<file path="src/rtl/simon_sequencer.sv">
// Simon game controller: builds an LFSR pattern sequence, plays it on the LEDs
// round by round, then checks each comparator submission against it.
module simon_sequencer #(
    parameter int MAX_ROUNDS     = 8,
    parameter int SHOW_CYCLES    = 25000000,
    parameter int GAP_CYCLES     = 12500000,
    parameter int TIMEOUT_CYCLES = 250000000
) (
    input  logic       clk,
    input  logic       reset,
    input  logic       start,
    input  logic       input_done,
    input  logic       input_correct,
    output logic [5:0] number_desired,
    output logic [5:0] display,
    output logic [3:0] round,
    output logic       busy,
    output logic       win,
    output logic       lose
);
    localparam int CMAX_SG = (SHOW_CYCLES > GAP_CYCLES) ? SHOW_CYCLES : GAP_CYCLES;
    localparam int CMAX    = (TIMEOUT_CYCLES > CMAX_SG) ? TIMEOUT_CYCLES : CMAX_SG;
    localparam int CNT_W   = $clog2(CMAX + 1);

    localparam logic [CNT_W-1:0] SHOW_LAST = CNT_W'(SHOW_CYCLES - 1);
    localparam logic [CNT_W-1:0] GAP_LAST  = CNT_W'(GAP_CYCLES - 1);
    localparam logic [CNT_W-1:0] TO_LAST   = CNT_W'(TIMEOUT_CYCLES - 1);
    localparam logic [3:0]       LAST_IDX  = 4'(MAX_ROUNDS - 1);
    localparam logic [3:0]       MAX_RND   = 4'(MAX_ROUNDS);

    typedef enum logic [2:0] {IDLE, GEN, SHOW_ON, SHOW_OFF, WAIT, WIN, LOSE} state_t;

    state_t           state, state_d;
    logic [15:0]      lfsr;
    logic             prev_done;
    logic [3:0]       idx, idx_d, round_d;
    logic [CNT_W-1:0] cnt, cnt_d;
    logic [5:0]       seq [16];
    logic             seq_we, win_d, lose_d, busy_d, sub;
    logic [5:0]       pat, seq_rd, display_d, desired_d;

    assign pat = (lfsr[5:0] == 6'd0) ? 6'd1 : lfsr[5:0];
    assign sub = input_done & ~prev_done;
    // Forward a pattern written this cycle so a same-cycle read is never stale.
    assign seq_rd = (seq_we && idx == idx_d) ? pat : seq[idx_d];

    always_comb begin
        state_d = state;
        idx_d   = idx;
        cnt_d   = cnt;
        round_d = round;
        seq_we  = 1'b0;
        win_d   = win;
        lose_d  = lose;
        case (state)
            IDLE, WIN, LOSE: begin
                if (start) begin
                    state_d = GEN;
                    idx_d   = 4'd0;
                    cnt_d   = '0;
                    round_d = 4'd1;
                    win_d   = 1'b0;
                    lose_d  = 1'b0;
                end
            end
            GEN: begin
                seq_we = 1'b1;
                cnt_d  = '0;
                if (idx == LAST_IDX) begin
                    state_d = SHOW_ON;
                    idx_d   = 4'd0;
                    round_d = 4'd1;
                end else begin
                    idx_d = idx + 4'd1;
                end
            end
            SHOW_ON: begin
                if (cnt == SHOW_LAST) begin
                    state_d = SHOW_OFF;
                    cnt_d   = '0;
                end else begin
                    cnt_d = cnt + 1'b1;
                end
            end
            SHOW_OFF: begin
                if (cnt == GAP_LAST) begin
                    cnt_d = '0;
                    if (idx + 4'd1 == round) begin
                        state_d = WAIT;
                        idx_d   = 4'd0;
                    end else begin
                        state_d = SHOW_ON;
                        idx_d   = idx + 4'd1;
                    end
                end else begin
                    cnt_d = cnt + 1'b1;
                end
            end
            WAIT: begin
                // A submission takes priority over a timeout in the same cycle.
                if (sub) begin
                    cnt_d = '0;
                    if (!input_correct) begin
                        state_d = LOSE;
                        lose_d  = 1'b1;
                    end else if (idx + 4'd1 < round) begin
                        idx_d = idx + 4'd1;
                    end else if (round < MAX_RND) begin
                        round_d = round + 4'd1;
                        idx_d   = 4'd0;
                        state_d = SHOW_ON;
                    end else begin
                        state_d = WIN;
                        win_d   = 1'b1;
                    end
                end else if (cnt == TO_LAST) begin
                    state_d = LOSE;
                    lose_d  = 1'b1;
                    cnt_d   = '0;
                end else begin
                    cnt_d = cnt + 1'b1;
                end
            end
            default: state_d = IDLE;
        endcase
    end

    always_comb begin
        busy_d    = (state_d == GEN) || (state_d == SHOW_ON) ||
                    (state_d == SHOW_OFF) || (state_d == WAIT);
        display_d = 6'd0;
        desired_d = number_desired;
        if (state_d == SHOW_ON) display_d = seq_rd;
        if (state_d == WIN)     display_d = 6'h3F;
        if (state_d == WAIT)    desired_d = seq_rd;
    end

    always_ff @(posedge clk) begin
        if (reset) begin
            state          <= IDLE;
            lfsr           <= 16'hACE1;
            idx            <= 4'd0;
            cnt            <= '0;
            prev_done      <= 1'b0;
            number_desired <= 6'd0;
            display        <= 6'd0;
            round          <= 4'd0;
            busy           <= 1'b0;
            win            <= 1'b0;
            lose           <= 1'b0;
        end else begin
            state          <= state_d;
            lfsr           <= {lfsr[14:0], lfsr[15] ^ lfsr[13] ^ lfsr[12] ^ lfsr[10]};
            idx            <= idx_d;
            cnt            <= cnt_d;
            prev_done      <= input_done;
            number_desired <= desired_d;
            display        <= display_d;
            round          <= round_d;
            busy           <= busy_d;
            win            <= win_d;
            lose           <= lose_d;
        end
    end

    always_ff @(posedge clk) begin
        if (seq_we && !reset) seq[idx] <= pat;
    end
endmodule

</file>
<file path="config.mk">
export PLATFORM = sky130hd
export DESIGN_NAME = simon_sequencer
export DESIGN_NICKNAME = d
export VERILOG_FILES = /design/src/rtl/simon_sequencer.sv
export SDC_FILE = /design/constraint.sdc
export NUM_CORES = 1
export LEC_CHECK = 0
export BUFFER_PORTS_ARGS = -buffer_cell sky130_fd_sc_hd__clkbuf_2
export CAP_MARGIN = 20
export CORE_ASPECT_RATIO = 0.75
export CORE_MARGIN = 2
export CORE_UTILIZATION = 60
export DETAILED_ROUTE_END_ITERATION = 10
export PLACE_DENSITY_LB_ADDON = 0.15
export SLEW_MARGIN = 0
export SYNTH_ARGS = -nofsm -noshare
export SYNTH_HDL_FRONTEND = slang
export SYNTH_SLANG_ARGS = --single-unit
</file>
<file path="constraint.sdc">
create_clock -name clk -period 3.4 [get_ports clk]
set_input_delay 0.68 -clock clk [delete_from_list [all_inputs] [get_ports clk]]
set_output_delay 0.68 -clock clk [all_outputs]
set_load 0.03 [all_outputs]
</file>
Word-level counts from Yosys, hierarchy flattened
Memory sizes are Yosys's and may differ from the RTL's.
Cells that the tools add are included.
{"block": "word_totals", "elab_cells": 114, "mem_count": 1, "ramBits": 96, "reg_bits": 71, "out_inout_bits": 19}
{"block": "classes", "eq_ne": 26, "n_reduce_logical": 16, "mux": 50, "bitwise_logic": 5, "order_cmp": 2, "add_sub_neg": 3}
{"memory": "seq", "words": 16, "width": 6, "read_ports": 1, "rd_clocked_by_memory_dff": 0, "write_ports": 1, "line": "38", "rtl": "logic [5:0] seq [16];"}
{"op": "$mux W28", "n": 5}
{"op": "$pmux W28 S5", "n": 1}
{"op": "$mux W4", "n": 14}
{"op": "$mux W3", "n": 10}
{"op": "$add A28 B1 Y28 const B", "n": 1}
{"op": "$eq A28 B24 Y1 const B", "n": 1}
{"op": "$eq A28 B25 Y1 const B", "n": 1}
{"op": "$eq A28 B28 Y1 const B", "n": 1}
{"op": "$mux W6", "n": 4}
{"op": "$pmux W4 S4", "n": 1}
{"op": "$eq A3 B3 Y1 const B", "n": 5}
{"op": "$pmux W3 S5", "n": 1}
{"op": "$ne A2 B2 Y1 const B", "n": 7}
{"op": "$eq A3 B2 Y1 const B", "n": 4}
{"op": "$pmux W4 S3", "n": 1}
{"op": "$mux W1", "n": 11}
{"op": "$add A4 B1 Y4 const B", "n": 2}
{"op": "$eq A4 B4 Y1", "n": 2}
{"op": "$reduce_and A7 Y1", "n": 1}
{"op": "$eq A3 B1 Y1 const B", "n": 2}
{"op": "$logic_not A6 Y1", "n": 1}
{"op": "$ne A3 B3 Y1 const B", "n": 2}
{"op": "$reduce_and A6 Y1", "n": 1}
{"op": "$reduce_bool A5 Y1", "n": 1}
{"op": "other kinds (16)", "n": 22}

Longest topological paths before layout
Gate-level depths: netlist of the first run.
{"block": "logic_depth", "depth_word": 11, "mapped_depth": 15, "ltp_nobuf": 13}

Worst setup path after synthesis of the first run
Ideal clock, no wire load.
{"block": "synth_path", "kind": "reg2reg", "from": "register idx[0]", "to": "register display[4]", "setup_time_ns": 0.064, "path_stages_with_launch": 14, "path_buffers": 0, "arrival_time_ns": 3.046, "period_less_slack_ns": 3.110, "required_time_ns": 3.336, "path_slack_ns": 0.290, "cell_sequence": "dfxtp_1 -> ha_1 -> nand2b_1 -> nand2_1 -> ha_1 -> o21ai_0 -> a21oi_1 -> or3_2 -> a22oi_1 -> and2_2 -> nand4bb_4 -> nor3_1 -> a22oi_1 -> nand4_1"}
{"block": "synth_between", "elab_chain_len": 11, "elab_cells_between_ends": 28}
{"element": "start: declaration", "line": "36", "rtl": "logic [3:0] idx, idx_d, round_d;"}
{"element": "start signal: assignment", "line": "154", "rtl": "idx <= idx_d;"}
{"element": "branches (longest 10 deep; another with $mem_v2 Z16 W6)"}
{"element": "$mux W6 *", "line": "134", "rtl": "if (state_d == WIN) display_d = 6'h3F;"}
{"element": "end signal: assignment", "line": "158", "rtl": "display <= display_d;"}
{"element": "end: declaration", "line": "15", "rtl": "output logic [5:0] display,"}
Mark *: on every way between the ends.
A chain may end at the register's enable or synchronous reset.

Final worst setup path of the first run
{"block": "layout_path", "from": "register idx[0]", "to": "register number_desired[0]"}
{"block": "layout_between", "elab_chain_len": 9, "elab_cells_between_ends": 25}
{"element": "branches (longest 9 deep; another with $mem_v2 Z16 W6)"}
{"element": "end signal: assignment", "line": "157", "rtl": "number_desired <= desired_d;"}
{"element": "end: declaration", "line": "14", "rtl": "output logic [5:0] number_desired,"}
Several ways; the timed one is not identified.

==> results_tabular.tex, run 1 <==
\begin{tabular}{lr}
\hline
Metric & Value \\
\hline
\multicolumn{2}{l}{\textbf{Status}} \\
\quad Outcome & finished clean \\
\multicolumn{2}{l}{\textbf{Floorplanning}} \\
\quad I/O pin count & 24 \\
\quad Die width & 133.1 µm \\
\quad Vert. Die Dim & 100.8 µm \\
\quad Area of the core region & between 10000 and 15000 µm² \\
\quad Die area & 13420 µm² \\
\quad Initial Utilization & 61.17\% \\
\quad Standard-cell row count & 35 \\
\multicolumn{2}{l}{\textbf{Clock tree}} \\
\quad Hold-fix buffers, CTS & 0 \\
\quad Worst-Skew Late Latency & 0.43 ns \\
\quad Clock transition at the registers of the reported paths & 0.07 ns \\
\quad Maximum number of buffers from clock root to sink & 2 \\
\quad Clk Tree Root Cell & sky130\_fd\_sc\_hd\_\_clkbuf\_16 \\
\quad Clock tree from TritonCTS & built \\
\quad Sink count of the clock tree & 167 \\
\quad Maximum level of the CTS H-tree & 4 \\
\quad Number of buffers added by the clock tree synthesis step & 17 \\
\multicolumn{2}{l}{\textbf{Pwr}} \\
\quad Leak pwr & 2.980 nW \\
\quad Pwr per Cell Area & roughly 520 nW/µm² \\
\quad Maximum ir drop on the vdd rail & 0.4042 mV \\
\multicolumn{2}{l}{\textbf{Timing}} \\
\quad Achievable Freq & around 0.3 GHz \\
\quad Setup-violating endpoint count in the final report & 0 \\
\quad Final worst-path cycle share & 95.76\% \\
\quad Clock tree skew after final layout & 0.01534 ns \\
\quad Final max-slew violation count & 0 \\
\quad Final worst hold slack & 0.4098 ns \\
\quad RSZ-0062 raised after global routing & yes \\
\quad Worst-case headroom to the max-slew limit & around half \\
\quad Worst Max-Slew Pin Slew & 0.7571 ns \\
\quad Number of failing hold endpoints at the final stage & 0 \\
\quad Minimum clock period & approximately 3.3 ns \\
\multicolumn{2}{l}{\textbf{Final layout}} \\
\quad Layout-stage area growth over the synthesis result & 14.48\% \\
\quad Sequential cell area & 4304 µm² \\
\quad Number of fill cells & 880 \\
\quad Finished Layout Cells & about 850 \\
\quad Finished Cell Area & 8587 µm² \\
\quad Util after Layout & 70.03\% \\
\quad Total inserted antenna cells & 0 \\
\quad Area of combinational cells with multiple inputs & roughly 3100 µm² \\
\quad Final nets & 691 \\
\quad Share of cells above drive strength 1 & 19.33\% \\
\multicolumn{2}{l}{\textbf{Synthesis}} \\
\quad Yosys Warn Count & 0 \\
\quad Synth Area in Compound Gates & 8.157\% \\
\quad Top flip-flop cell by instance count after synthesis & sky130\_fd\_sc\_hd\_\_edfxtp\_1 \\
\quad Post-Synth Simple-Gate Area & between 15 and 20\% \\
\quad Post-synthesis share of cell area spent on xor and xnor gates & 3.036\% \\
\quad EDFF count, synth & 96 \\
\quad Number of distinct library cells after synthesis & 71 \\
\quad Gate count of the mapped netlist & $\sim$630 \\
\quad Mapped Avg Cell Area & $\sim$12 µm² \\
\quad Multiplexer area fraction after synthesis & 10.03\% \\
\quad Combinational family with the most area after synthesis & simple AND/OR/NAND/NOR gates \\
\quad Flops \& latches, synth & 167 \\
\quad Netlist area before placement & 7501 µm² \\
\quad Share of async-settable or async-resettable flops after synthesis & 0\% \\
\quad Sequential area share after synthesis & between 50\% and 60\% \\
\quad Synth Area in Adders & under 10\% \\
\quad Synth Net Count & 647 \\
\multicolumn{2}{l}{\textbf{Global route}} \\
\quad All-layer global routing usage & 25.41\% \\
\quad Total gr overflow & 0 \\
\quad Wire length of the first global-routing pass & 25540 µm \\
\quad Largest net degree at the start of global routing & 36 \\
\quad Antenna violations before repair & 0 \\
\quad Vias in the first global route & 4803 \\
\multicolumn{2}{l}{\textbf{Setup path}} \\
\quad Number of cell instances on the worst register-to-register path & 14 \\
\quad Crit. Startpoint & idx[0] \\
\quad Reg2Reg Setup Slack & 0.14 ns \\
\quad Largest stage delay on the critical path & 0.48 ns \\
\quad Category of cells accounting for the largest share of critical-path delay & simple AND/OR/NAND/NOR gates \\
\quad Destination of the critical timing path & number\_desired[0] \\
\quad Type of element launching the critical path & register \\
\quad Crit path max fanout & 25 \\
\quad Arrival time reported for the critical path endpoint & 3.56 ns \\
\quad Worst Path Required & roughly 3.7 ns \\
\quad Critical R2R Launch & idx[0] \\
\quad Start-to-end type of the worst setup path & reg2reg \\
\quad Worst r2r dst & number\_desired[0] \\
\quad Worst setup EP type & register \\
\quad Depth of the critical timing path with buffers and inverters included & 14 \\
\quad CP bufs+invs & 1 \\
\quad Slowest stage cell on the critical path & sky130\_fd\_sc\_hd\_\_or3\_2 \\
\quad Critical path cell sequence & ha\_2 -> nand2b\_1 -> nand2\_1 -> ha\_1 -> o21ai\_0 -> a21oi\_1 -> or3\_2 -> nand2\_2 -> nand2\_2 -> a32o\_1 -> buf\_12 -> mux2i\_1 -> a222oi\_1 -> nand2\_1 \\
\multicolumn{2}{l}{\textbf{Detailed routing}} \\
\quad First-pass iteration count of the detailed router & 4 \\
\quad Vias after detailed routing & around 5k \\
\quad Vias/cell & approximately 6.0 \\
\quad Number of nets with antenna violations after detailed routing & 0 \\
\quad Total wirelength of the detailed-routed design & 16440 µm \\
\quad Number of design-rule violations left by the first detailed-router iteration & 427 \\
\quad DRC errors left & 0 \\
\quad Post-DR wirelength/cell & 19.25 µm \\
\multicolumn{2}{l}{\textbf{Placed design}} \\
\quad Number of port buffers & 23 \\
\quad Placed instance count & 819 \\
\quad Placer Congestion & around 0.89 \\
\quad Area post-placement & 7943 µm² \\
\quad Detailed-placement wirelength estimate & 11490 µm \\
\multicolumn{2}{l}{\textbf{Hold path}} \\
\quad Start point of the worst hold path & lfsr[14] \\
\quad Min-delay worst type & reg2reg \\
\multicolumn{2}{l}{\textbf{Flow run}} \\
\quad Maxcap violations & 0 \\
\hline
\end{tabular}
cells in the mapped netlist (3+ instances only):
cell,count,area (µm²)
sky130_fd_sc_hd__o21ai_0,13,65.06
sky130_fd_sc_hd__buf_4,4,30.03
sky130_fd_sc_hd__clkbuf_1,12,45.04
sky130_fd_sc_hd__buf_6,4,45.04
sky130_fd_sc_hd__ha_1,10,125.1
sky130_fd_sc_hd__inv_1,11,41.29
sky130_fd_sc_hd__dfxtp_1,71,1421
sky130_fd_sc_hd__nor2b_1,13,81.33
sky130_fd_sc_hd__nand4_1,18,112.6
sky130_fd_sc_hd__a211oi_1,6,45.04
sky130_fd_sc_hd__xnor2_1,10,87.58
sky130_fd_sc_hd__nand2b_1,12,75.07
sky130_fd_sc_hd__edfxtp_1,96,2883
sky130_fd_sc_hd__nor2_1,59,221.5
sky130_fd_sc_hd__a21oi_1,15,75.07
sky130_fd_sc_hd__or2_2,8,50.05
sky130_fd_sc_hd__nand2_1,43,161.4
sky130_fd_sc_hd__and2_2,4,30.03
sky130_fd_sc_hd__nor3_1,18,90.09
sky130_fd_sc_hd__nand3_1,20,100.1
sky130_fd_sc_hd__xor2_1,16,140.1
sky130_fd_sc_hd__mux2i_1,74,740.7
sky130_fd_sc_hd__or3_1,7,43.79
sky130_fd_sc_hd__a22oi_1,18,135.1
sky130_fd_sc_hd__buf_2,7,35.03
sky130_fd_sc_hd__a21o_1,3,22.52
where the power goes:
part | internal [mW] | switching (mW)
Sequential | 2.17 | 0.0354
Clock | 1.01 | 0.835
Combinational | 0.171 | 0.219
area by class of cell:
| class | instances | share of cell area, % |
|---|---|---|
| flip-flops and latches | 167 | 50.12 |
| multi-input cells | 424 | 35.58 |
| clock buffers | 20 | 5.333 |
| repair buffers | 54 | 4.779 |
| well taps | 166 | 2.419 |
| clock inverters | 12 | 1.282 |
| inverters | 11 | 0.4808 |
flip-flops by register name, indices dropped and copies added (netlist names), 3 cells and up:
name,flops
seq,96
number_desired,6
round,4
display,6
cnt,28
idx,4
state,3
lfsr,16
what timing repair did:
action,in CTS,in global routing
buffers inserted,0,3
gates resized for setup,0,13
setup endpoints to repair,0,12
cells by family after synthesis:
logic type,Yosys count
AND/OR/NAND/NOR,231
flip-flops,167
AO/OA/AOI/OAI,81
multiplexers,75
buffers and inverters,40
XOR/XNOR,26
adder cells (fa/ha/maj),11
worst min-delay path by stage:
stage | end | slack [ns] | cells after the start
after global routing | lfsr[15] | 0.41 | 1
after floorplan | lfsr[10] | 0.39 | 1
final | lfsr[15] | 0.41 | 1
after global placement | lfsr[15] | 0.40 | 1
after CTS | lfsr[15] | 0.41 | 1
after detailed placement | lfsr[15] | 0.39 | 1
cells in the final DEF (no fill, tap or decap), types with 3 or more instances in the layout:
master,instances
sky130_fd_sc_hd__clkbuf_16,18
sky130_fd_sc_hd__a211oi_1,6
sky130_fd_sc_hd__ha_1,9
sky130_fd_sc_hd__and2_2,4
sky130_fd_sc_hd__buf_12,5
sky130_fd_sc_hd__or3_1,7
sky130_fd_sc_hd__mux2i_1,70
sky130_fd_sc_hd__inv_6,4
sky130_fd_sc_hd__or2_2,8
sky130_fd_sc_hd__nor2_1,59
sky130_fd_sc_hd__a22oi_1,17
sky130_fd_sc_hd__a21o_1,3
sky130_fd_sc_hd__nand3_1,20
sky130_fd_sc_hd__edfxtp_1,96
sky130_fd_sc_hd__nor3_1,16
sky130_fd_sc_hd__buf_4,26
sky130_fd_sc_hd__xor2_1,16
sky130_fd_sc_hd__o21ai_0,13
sky130_fd_sc_hd__nand4_1,18
sky130_fd_sc_hd__dfxtp_1,71
sky130_fd_sc_hd__inv_1,11
sky130_fd_sc_hd__inv_8,3
sky130_fd_sc_hd__nor2b_1,13
sky130_fd_sc_hd__nand2_1,42
sky130_fd_sc_hd__nand2b_1,12
sky130_fd_sc_hd__mux2i_2,4
sky130_fd_sc_hd__xnor2_1,10
sky130_fd_sc_hd__a21oi_1,13
sky130_fd_sc_hd__nor3_2,3
sky130_fd_sc_hd__clkbuf_2,23
layer usage:
layer / vias up / wire [µm] / global-route usage [%]
met2: 141 / 7275 / 38.38
met5: - / 0 / 0
met1: 2505 / 7966 / 37.16
met4: 0 / 174 / 7.856
met3: 21 / 1024 / 5.530
li1: 2422 / - / -
worst reg2reg max path: stages (launching register included):
cell,delay (ns)
sky130_fd_sc_hd__dfxtp_1,0.40
sky130_fd_sc_hd__ha_2,0.24
sky130_fd_sc_hd__nand2b_1,0.13
sky130_fd_sc_hd__nand2_1,0.06
sky130_fd_sc_hd__ha_1,0.28
sky130_fd_sc_hd__o21ai_0,0.15
sky130_fd_sc_hd__a21oi_1,0.10
sky130_fd_sc_hd__or3_2,0.48
sky130_fd_sc_hd__nand2_2,0.12
sky130_fd_sc_hd__nand2_2,0.11
sky130_fd_sc_hd__a32o_1,0.27
sky130_fd_sc_hd__buf_12,0.19
sky130_fd_sc_hd__mux2i_1,0.18
sky130_fd_sc_hd__a222oi_1,0.35
sky130_fd_sc_hd__nand2_1,0.09
stage by stage:
stage	total power [mW]	setup WS [ns]	setup TNS, ns
6_report	4.439	0.1441	0
5_1_grt	4.585	-0.07308	-0.1111
2_1_floorplan	2.497	0.2899	0
3_3_place_gp	2.612	0.1591	0
4_1_cts	4.449	0.04212	0
3_5_place_dp	2.621	0.06982	0
No activity file was read; power rests on OpenSTA's default activity.
==> inputs of run 2 (changes only) <==
--- a/config.mk
+++ b/config.mk
@@ -12,7 +12,6 @@
 export CORE_UTILIZATION = 60
 export DETAILED_ROUTE_END_ITERATION = 10
 export PLACE_DENSITY_LB_ADDON = 0.15
-export SLEW_MARGIN = 0
 export SYNTH_ARGS = -nofsm -noshare
 export SYNTH_HDL_FRONTEND = slang
 export SYNTH_SLANG_ARGS = --single-unit
==> constraint.sdc (replaced) <==
create_clock -name clk -period 3.24 [get_ports clk]
set_input_delay 0.648 -clock clk [delete_from_list [all_inputs] [get_ports clk]]
set_output_delay 0.648 -clock clk [all_outputs]
set_load 0.03 [all_outputs]
==> run 2 against run 1 <==
Effect of this change:
- total power rose by 11%
- maximum frequency grew 2.8%
- register-to-register slack got worse by 0.07 ns
- wire length rose by 6.9%
- clock power up 16%
- final cell count is 2.0% higher
- sequential power grew 5%
- first-iteration DRC count grew 26%
==> results_tabular.tex, run 2 (synthesized netlist as in run 1, its figures left out) <==
\begin{tabular}{lr}
\hline
Metric & Value \\
\hline
\multicolumn{2}{l}{\textbf{Final layout}} \\
\quad Registers with the most flip-flops & seq x96, cnt x28, lfsr x16 (unchanged) \\
\quad Final nets & 708 (was 691) \\
\quad Reg with most FFs & seq (unchanged) \\
\quad Share of cells above drive strength 1 & 22.84\% (was 19.33\%) \\
\quad Commonest cells after routing, fill and taps aside & 96 x sky130\_fd\_sc\_hd\_\_edfxtp\_1, 69 x sky130\_fd\_sc\_hd\_\_mux2i\_1, 69 x sky130\_fd\_sc\_hd\_\_dfxtp\_1 (was 96 x sky130\_fd\_sc\_hd\_\_edfxtp\_1, 71 x sky130\_fd\_sc\_hd\_\_dfxtp\_1, 70 x sky130\_fd\_sc\_hd\_\_mux2i\_1) \\
\quad Number of fill cells & 844 (was 880) \\
\quad Most common cell after layout, fill and taps aside & sky130\_fd\_sc\_hd\_\_edfxtp\_1 (unchanged) \\
\quad Layout-stage area growth over the synthesis result & 18.07\% (was 14.48\%) \\
\quad Max reg flops & 96 (unchanged) \\
\quad Total inserted antenna cells & 0 (unchanged) \\
\multicolumn{2}{l}{\textbf{Floorplanning}} \\
\quad Area of the core region & 12260 µm² (unchanged) \\
\quad Initial Utilization & 61.17\% (unchanged) \\
\quad Standard-cell row count & 35 (unchanged) \\
\quad Vert. Die Dim & 100.8 µm (unchanged) \\
\quad I/O pin count & 24 (unchanged) \\
\quad Die area & 13420 µm² (unchanged) \\
\quad Die width & 133.1 µm (unchanged) \\
\multicolumn{2}{l}{\textbf{Setup path}} \\
\quad Worst setup EP type & register (unchanged) \\
\quad Reg2Reg Setup Slack & 0.07 ns (was 0.14 ns) \\
\quad Crit path max fanout & 12 (was 25) \\
\quad Critical path cell sequence & ha\_4 -> nand2b\_1 -> nand2\_1 -> ha\_1 -> o21ai\_2 -> a21oi\_2 -> o31ai\_2 -> a211oi\_2 -> a31oi\_4 -> buf\_12 -> buf\_12 -> mux2i\_1 -> mux2i\_1 -> a222oi\_1 -> nand2\_1 (was ha\_2 -> nand2b\_1 -> nand2\_1 -> ha\_1 -> o21ai\_0 -> a21oi\_1 -> or3\_2 -> nand2\_2 -> nand2\_2 -> a32o\_1 -> buf\_12 -> mux2i\_1 -> a222oi\_1 -> nand2\_1) \\
\quad Critical R2R Launch & idx[0] (unchanged) \\
\quad Largest stage delay on the critical path & 0.38 ns (was 0.48 ns) \\
\quad Worst Path Required & 3.54 ns (was 3.70 ns) \\
\quad Slowest stage cell on the critical path & sky130\_fd\_sc\_hd\_\_dfxtp\_4 (was sky130\_fd\_sc\_hd\_\_or3\_2) \\
\quad Worst r2r dst & number\_desired[0] (unchanged) \\
\quad Number of cell instances on the worst register-to-register path & 15 (was 14) \\
\quad Arrival time reported for the critical path endpoint & 3.47 ns (was 3.56 ns) \\
\quad Start-to-end type of the worst setup path & reg2reg (unchanged) \\
\quad Type of element launching the critical path & register (unchanged) \\
\multicolumn{2}{l}{\textbf{Global route}} \\
\quad Vias in the first global route & 4923 (was 4803) \\
\quad Total gr overflow & 0 (unchanged) \\
\quad Antenna violations before repair & 0 (unchanged) \\
\quad Wire length of the first global-routing pass & 26650 µm (was 25540 µm) \\
\quad All-layer global routing usage & 26.48\% (was 25.41\%) \\
\quad Largest net degree at the start of global routing & 36 (unchanged) \\
\multicolumn{2}{l}{\textbf{Timing}} \\
\quad Clock tree skew after final layout & 0.01252 ns (was 0.01534 ns) \\
\quad Final worst-path cycle share & 97.78\% (was 95.76\%) \\
\quad Worst Max-Slew Pin Slew & 0.7852 ns (was 0.7571 ns) \\
\quad Final worst setup slack & 0.07191 ns (was 0.1441 ns) \\
\quad Achievable Freq & 0.3156 GHz (was 0.3071 GHz) \\
\quad Worst-case headroom to the max-slew limit & 47.58\% (was 49.46\%) \\
\quad Final worst hold slack & 0.4183 ns (was 0.4098 ns) \\
\quad Setup-violating endpoint count in the final report & 0 (unchanged) \\
\quad RSZ-0062 raised after global routing & yes (unchanged) \\
\quad Minimum clock period & 3.168 ns (was 3.256 ns) \\
\quad Final max-slew violation count & 0 (unchanged) \\
\quad Number of failing hold endpoints at the final stage & 0 (unchanged) \\
\multicolumn{2}{l}{\textbf{Clock tree}} \\
\quad Maximum level of the CTS H-tree & 4 (unchanged) \\
\quad Number of buffers added by the clock tree synthesis step & 17 (unchanged) \\
\quad Clock transition at the registers of the reported paths & 0.07 ns (about the same) \\
\quad Sink count of the clock tree & 167 (unchanged) \\
\quad Maximum number of buffers from clock root to sink & 2 (unchanged) \\
\quad Worst-Skew Late Latency & 0.43 ns (about the same) \\
\quad Clock tree from TritonCTS & built (unchanged) \\
\quad Clk Tree Root Cell & sky130\_fd\_sc\_hd\_\_clkbuf\_16 (unchanged) \\
\multicolumn{2}{l}{\textbf{Pwr}} \\
\quad Leak pwr & 3.102 nW (was 2.980 nW) \\
\quad Internal Dissipation & 3.736 mW (was 3.349 mW) \\
\quad Share of total power in the clock network & 43.6\% (was 41.5\%) \\
\quad Post-layout power & 4.921 mW (was 4.439 mW) \\
\quad Reported net switching power & 1.185 mW (was 1.090 mW) \\
\quad Maximum ir drop on the vdd rail & 0.4066 mV (was 0.4042 mV) \\
\quad Sequential power share & 47.1\% (was 49.7\%) \\
\quad Pwr per Cell Area & 555.6 nW/µm² (was 517.0 nW/µm²) \\
\quad Combinational Power Share & 9.3\% (was 8.8\%) \\
\quad Sw frac & 24.08\% (was 24.56\%) \\
\multicolumn{2}{l}{\textbf{Hold path}} \\
\quad Hold path cells & 1 (unchanged) \\
\quad Start point of the worst hold path & lfsr[9] (was lfsr[14]) \\
\quad Min-delay worst type & reg2reg (unchanged) \\
\quad Hold path endpoint & lfsr[10] (was lfsr[15]) \\
\multicolumn{2}{l}{\textbf{Detailed routing}} \\
\quad Vias after detailed routing & 5303 (was 5089) \\
\quad DRC errors left & 0 (unchanged) \\
\quad Number of nets with antenna violations after detailed routing & 0 (unchanged) \\
\quad Total wirelength of the detailed-routed design & 17580 µm (was 16440 µm) \\
\quad First-pass iteration count of the detailed router & 6 (was 4) \\
\quad Post-DR wirelength/cell & 20.18 µm (was 19.25 µm) \\
\quad Number of design-rule violations left by the first detailed-router iteration & 538 (was 427) \\
\quad Vias/cell & 6.088 (was 5.959) \\
\multicolumn{2}{l}{\textbf{Placed design}} \\
\quad Detailed-placement wirelength estimate & 11770 µm (was 11490 µm) \\
\quad Setup WS pre-CTS & -0.04895 ns (was 0.06982 ns) \\
\quad Placer Congestion & 0.8914 (was 0.8895) \\
\quad Number of port buffers & 23 (unchanged) \\
\multicolumn{2}{l}{\textbf{Flow run}} \\
\quad Maxcap violations & 0 (unchanged) \\
\multicolumn{2}{l}{\textbf{Status}} \\
\quad Outcome & finished clean (unchanged) \\
\hline
\end{tabular}
==> run 2: cell types whose count changed in the layout (fill, tap and decap cells not counted), sizes merged <==
cell / previous run / this run
clkbuf: 43 / 41
bufinv: 0 / 3
clkinvlp: 0 / 2
buf: 31 / 47
clkinv: 4 / 2
==> run 2: layout make-up <==
| type | count | area (µm²) | area share [%] |
|---|---|---|---|
| Multi-Input combinational cell | 424 | 3113 | 35.15 |
| Clock buffer | 17 | 425.4 | 4.804 |
| Tap cell | 166 | 207.7 | 2.345 |
| Timing Repair Buffer | 71 | 550.5 | 6.216 |
| Clock inverter | 15 | 206.4 | 2.331 |
| Inverter | 11 | 41.29 | 0.4662 |
| Sequential cell | 167 | 4312 | 48.69 |
==> run 2: how the worst max path moves through the flow <==
stage,startpoint,end,slack (ns)
6_report,idx[0],number_desired[0],0.07
5_1_grt,idx[2],number_desired[0],-0.09
4_1_cts,idx[0],number_desired[0],0.04
3_5_place_dp,idx[0],number_desired[0],-0.05
3_3_place_gp,idx[1],number_desired[0],0.09
2_1_floorplan,idx[0],display[4],0.13
==> run 2: per-layer routing <==
metal	vias up	global-route usage, %	wire length (µm)
li1	2449	-	-
met1	2566	39.42	8185
met2	263	38.62	7723
met3	25	5.983	1458
met4	0	9.083	210
met5	-	0	0
==> run 2: stage by stage <==
stage / instance area (µm²) / cells / util [%] / setup TNS [ns]
floorplan: 7501 / 631 / - / 0
global placement: 8008 / 831 / 65.31 / 0
detailed placement: 8008 / 831 / 65.31 / -0.05529
CTS: 8652 / 863 / 70.56 / 0
global route: 8856 / 871 / 72.22 / -0.4073
finish: 8856 / 871 / 72.22 / 0
==> run 2: power by group through the flow <==
stage	clock, mW	sequential, mW	combinational (mW)
detailed placement	0	2.36	0.389
floorplan	0	2.34	0.276
CTS	2.17	2.32	0.394
finish	2.14	2.32	0.460
global route	2.26	2.32	0.485
global placement	0	2.36	0.381
==> run 2: what timing repair did <==
item                                    CTS  global route
pin swaps                                 0             9
buffers inserted                          0             7
resized for setup                         6            24
endpoints found under the setup margin   12            12
gates cloned                              0             1
hold buffers                              0             0
==> run 2: critical path: cells and delay by family (launching register included) <==
| family | cells | cell delay (ns) |
|---|---|---|
| AO/OA/AOI/OAI | 6 | 1.24 |
| adder cells (fa/ha/maj) | 2 | 0.45 |
| flip-flops | 1 | 0.38 |
| multiplexers | 2 | 0.35 |
| buffers and inverters | 2 | 0.33 |
| AND/OR/NAND/NOR | 3 | 0.28 |
==> inputs of run 3 (changes only) <==
--- a/config.mk
+++ b/config.mk
@@ -7,9 +7,11 @@
 export LEC_CHECK = 0
 export BUFFER_PORTS_ARGS = -buffer_cell sky130_fd_sc_hd__clkbuf_2
 export CAP_MARGIN = 20
+export CELL_PAD_IN_SITES_DETAIL_PLACEMENT = 1
+export CELL_PAD_IN_SITES_GLOBAL_PLACEMENT = 1
 export CORE_ASPECT_RATIO = 0.75
 export CORE_MARGIN = 2
-export CORE_UTILIZATION = 60
+export CORE_UTILIZATION = 51
 export DETAILED_ROUTE_END_ITERATION = 10
 export PLACE_DENSITY_LB_ADDON = 0.15
 export SYNTH_ARGS = -nofsm -noshare
==> run 3 against run 2 <==
Effect of this change:
- the flow now finishes with violations (negative setup slack)
- utilization fell by 8.2 points
- maximum frequency fell by 3.5%
- combinational power rose by 21%
- cell area rose by 4.2%
- sequential cell count did not move
- critical path depth rose by 1
- critical path type unchanged
==> results_tabular.tex, run 3 (synthesized netlist as in run 1, its figures left out) <==
\begin{tabular}{lr}
\hline
Metric & Value \\
\hline
\multicolumn{2}{l}{\textbf{Status}} \\
\quad Outcome & complete, but fails checks (was finished clean) \\
\quad Failing checks & negative setup slack \\
\multicolumn{2}{l}{\textbf{Floorplanning}} \\
\quad Die area & 15700 µm² (was 13420 µm²) \\
\quad Area of the core region & 14410 µm² (was 12260 µm²) \\
\quad I/O pin count & 24 (unchanged) \\
\quad Standard-cell row count & 38 (was 35) \\
\quad Vert. Die Dim & 109.0 µm (was 100.8 µm) \\
\quad Die width & 144.0 µm (was 133.1 µm) \\
\quad Initial Utilization & 52.07\% (was 61.17\%) \\
\multicolumn{2}{l}{\textbf{Setup path}} \\
\quad Arrival time reported for the critical path endpoint & 3.58 ns (was 3.47 ns) \\
\quad Slowest stage cell on the critical path & sky130\_fd\_sc\_hd\_\_dfxtp\_4 (unchanged) \\
\quad Worst setup EP type & register (unchanged) \\
\quad Category of cells accounting for the largest share of critical-path delay & compound AO/OA/AOI/OAI gates (unchanged) \\
\quad Depth of the critical timing path with buffers and inverters included & 16 (was 15) \\
\quad Type of element launching the critical path & register (unchanged) \\
\quad Reg2Reg Setup Slack & -0.04 ns (was 0.07 ns) \\
\quad Start-to-end type of the worst setup path & reg2reg (unchanged) \\
\quad Worst r2r dst & display[4] (was number\_desired[0]) \\
\quad Worst Path Required & 3.54 ns (about the same) \\
\quad Critical path cell sequence & ha\_4 -> nand2b\_1 -> nand2\_2 -> ha\_4 -> o21ai\_2 -> a21oi\_2 -> o31ai\_4 -> a211oi\_2 -> a31oi\_4 -> buf\_4 -> buf\_4 -> buf\_16 -> mux2i\_1 -> mux2i\_1 -> a22oi\_1 -> nand4\_1 (was ha\_4 -> nand2b\_1 -> nand2\_1 -> ha\_1 -> o21ai\_2 -> a21oi\_2 -> o31ai\_2 -> a211oi\_2 -> a31oi\_4 -> buf\_12 -> buf\_12 -> mux2i\_1 -> mux2i\_1 -> a222oi\_1 -> nand2\_1) \\
\quad Critical R2R Launch & idx[1] (was idx[0]) \\
\quad Largest stage delay on the critical path & 0.37 ns (was 0.38 ns) \\
\quad Crit. Startpoint & idx[1] (was idx[0]) \\
\quad CP bufs+invs & 3 (was 2) \\
\quad Destination of the critical timing path & display[4] (was number\_desired[0]) \\
\quad Crit path max fanout & 11 (was 12) \\
\quad Number of cell instances on the worst register-to-register path & 16 (was 15) \\
\multicolumn{2}{l}{\textbf{Final layout}} \\
\quad Finished Cell Area & 9224 µm² (was 8856 µm²) \\
\quad Final nets & 722 (was 708) \\
\quad Layout-stage area growth over the synthesis result & 22.97\% (was 18.07\%) \\
\quad Registers with the most flip-flops & seq x96, cnt x28, lfsr x16 (unchanged) \\
\quad Commonest cells after routing, fill and taps aside & 96 x sky130\_fd\_sc\_hd\_\_edfxtp\_1, 65 x sky130\_fd\_sc\_hd\_\_dfxtp\_1, 59 x sky130\_fd\_sc\_hd\_\_nor2\_1 (was 96 x sky130\_fd\_sc\_hd\_\_edfxtp\_1, 69 x sky130\_fd\_sc\_hd\_\_mux2i\_1, 69 x sky130\_fd\_sc\_hd\_\_dfxtp\_1) \\
\quad Max reg flops & 96 (unchanged) \\
\quad Finished Layout Cells & 919 (was 871) \\
\quad Reg with most FFs & seq (unchanged) \\
\quad Most common cell after layout, fill and taps aside & sky130\_fd\_sc\_hd\_\_edfxtp\_1 (unchanged) \\
\quad Share of cells above drive strength 1 & 28.51\% (was 22.84\%) \\
\quad Total inserted antenna cells & 0 (unchanged) \\
\multicolumn{2}{l}{\textbf{Detailed routing}} \\
\quad First-pass iteration count of the detailed router & 6 (unchanged) \\
\quad Number of design-rule violations left by the first detailed-router iteration & 403 (was 538) \\
\quad Post-DR wirelength/cell & 23.82 µm (was 20.18 µm) \\
\quad Vias/cell & 6.049 (was 6.088) \\
\quad Number of nets with antenna violations after detailed routing & 0 (unchanged) \\
\quad Vias after detailed routing & 5559 (was 5303) \\
\quad DRC errors left & 0 (unchanged) \\
\quad Total wirelength of the detailed-routed design & 21890 µm (was 17580 µm) \\
\multicolumn{2}{l}{\textbf{Timing}} \\
\quad Minimum clock period & 3.284 ns (was 3.168 ns) \\
\quad Final worst setup slack & -0.04358 ns (was 0.07191 ns) \\
\quad Achievable Freq & 0.3045 GHz (was 0.3156 GHz) \\
\quad Number of failing hold endpoints at the final stage & 0 (unchanged) \\
\quad Final worst-path cycle share & 101.3\% (was 97.78\%) \\
\quad Worst-case headroom to the max-slew limit & 47.92\% (was 47.58\%) \\
\quad Final max-slew violation count & 0 (unchanged) \\
\quad Setup-violating endpoint count in the final report & 4 (was 0) \\
\quad Summed negative setup slack over all endpoints & -0.1108 ns (was 0 ns) \\
\quad Clock tree skew after final layout & 0.009543 ns (was 0.01252 ns) \\
\quad Worst Max-Slew Pin Slew & 0.7801 ns (was 0.7852 ns) \\
\multicolumn{2}{l}{\textbf{Pwr}} \\
\quad Maximum ir drop on the vdd rail & 0.3590 mV (was 0.4066 mV) \\
\quad Leak pwr & 3.200 nW (was 3.102 nW) \\
\quad Post-layout power & 4.953 mW (was 4.921 mW) \\
\quad Pwr per Cell Area & 537.0 nW/µm² (was 555.6 nW/µm²) \\
\multicolumn{2}{l}{\textbf{Placed design}} \\
\quad Detailed-placement wirelength estimate & 14000 µm (was 11770 µm) \\
\quad Placed instance count & 871 (was 831) \\
\quad Area post-placement & 8083 µm² (was 8008 µm²) \\
\quad Number of port buffers & 23 (unchanged) \\
\quad Placer Congestion & 0.8853 (was 0.8914) \\
\multicolumn{2}{l}{\textbf{Clock tree}} \\
\quad Number of buffers added by the clock tree synthesis step & 17 (unchanged) \\
\quad Worst-Skew Late Latency & 0.43 ns (about the same) \\
\quad Hold-fix buffers, CTS & 0 (unchanged) \\
\quad Maximum number of buffers from clock root to sink & 2 (unchanged) \\
\quad Clock tree from TritonCTS & built (unchanged) \\
\quad Maximum level of the CTS H-tree & 4 (unchanged) \\
\quad Clock transition at the registers of the reported paths & 0.07 ns (about the same) \\
\quad Sink count of the clock tree & 167 (unchanged) \\
\quad Clk Tree Root Cell & sky130\_fd\_sc\_hd\_\_clkbuf\_16 (unchanged) \\
\multicolumn{2}{l}{\textbf{Global route}} \\
\quad Vias in the first global route & 5476 (was 4923) \\
\quad Antenna violations before repair & 0 (unchanged) \\
\quad GRT met2 Usage & 42.48\% (was 38.62\%) \\
\quad Met1 track demand over resource in global routing & 38.94\% (was 39.42\%) \\
\quad Most Crowded Layer GR & met2 (was met1) \\
\quad All-layer global routing usage & 27.26\% (was 26.48\%) \\
\quad Largest net degree at the start of global routing & 36 (unchanged) \\
\quad Met3 GRT Util & 4.480\% (was 5.983\%) \\
\quad Wire length of the first global-routing pass & 31380 µm (was 26650 µm) \\
\quad Total gr overflow & 0 (unchanged) \\
\multicolumn{2}{l}{\textbf{Hold path}} \\
\quad Min-delay worst type & reg2reg (unchanged) \\
\multicolumn{2}{l}{\textbf{Flow run}} \\
\quad Maxcap violations & 0 (unchanged) \\
\hline
\end{tabular}
==> run 3: area by class of cell <==
cell class / instances / area, µm²
Sequential cell: 167 / 4317
Inverter: 11 / 41.29
Fill cell: 1454 / 5182
Multi-Input combinational cell: 424 / 3339
Timing Repair Buffer: 85 / 670.6
Clock buffer: 19 / 475.5
Clock inverter: 13 / 130.1
Tap cell: 200 / 250.2
==> run 3: how the worst min path moves through the flow <==
| stage | from | to | depth (start not counted) |
|---|---|---|---|
| after global placement | lfsr[14] | lfsr[15] | 1 |
| final | lfsr[9] | lfsr[10] | 1 |
| after global routing | lfsr[9] | lfsr[10] | 1 |
| after floorplan | lfsr[9] | lfsr[10] | 1 |
| after detailed placement | lfsr[9] | lfsr[10] | 1 |
| after CTS | lfsr[9] | lfsr[10] | 1 |
==> run 3: worst reg2reg max path: stages (launching register included) <==
cell	delay, ns
sky130_fd_sc_hd__dfxtp_4	0.37
sky130_fd_sc_hd__ha_4	0.17
sky130_fd_sc_hd__nand2b_1	0.18
sky130_fd_sc_hd__nand2_2	0.09
sky130_fd_sc_hd__ha_4	0.20
sky130_fd_sc_hd__o21ai_2	0.17
sky130_fd_sc_hd__a21oi_2	0.09
sky130_fd_sc_hd__o31ai_4	0.27
sky130_fd_sc_hd__a211oi_2	0.10
sky130_fd_sc_hd__a31oi_4	0.23
sky130_fd_sc_hd__buf_4	0.16
sky130_fd_sc_hd__buf_4	0.14
sky130_fd_sc_hd__buf_16	0.18
sky130_fd_sc_hd__mux2i_1	0.25
sky130_fd_sc_hd__mux2i_1	0.19
sky130_fd_sc_hd__a22oi_1	0.24
sky130_fd_sc_hd__nand4_1	0.12
==> run 3: metrics by stage <==
stage          setup slack, ns  utilization, %  hold slack (ns)
6_report              -0.04358           64.03           0.4203
5_1_grt                -0.1512           64.03           0.4343
4_1_cts               0.005675           61.09           0.4241
3_5_place_dp           -0.1712           56.11           0.4052
3_3_place_gp           0.04301           56.11           0.3953
2_1_floorplan           0.1299               -           0.3895
==> run 3: power breakdown <==
group	total, mW	switching, mW	internal (mW)
clock	2.08	0.906	1.17
sequential	2.32	0.0410	2.28
combinational	0.558	0.303	0.255
==> run 3: repair_timing <==
item                                    4_1_cts  5_1_grt
setup buffers                                 1       13
endpoints found under the setup margin       12       12
resized for setup                            24       59
pin swaps                                     1       16
gates cloned                                  1        1
==> run 3: routing by layer <==
layer,wire length [µm],part of all wire (%)
met1,9839,45
met5,0,0
met3,1250,5.7
met4,324,1.5
met2,10480,48
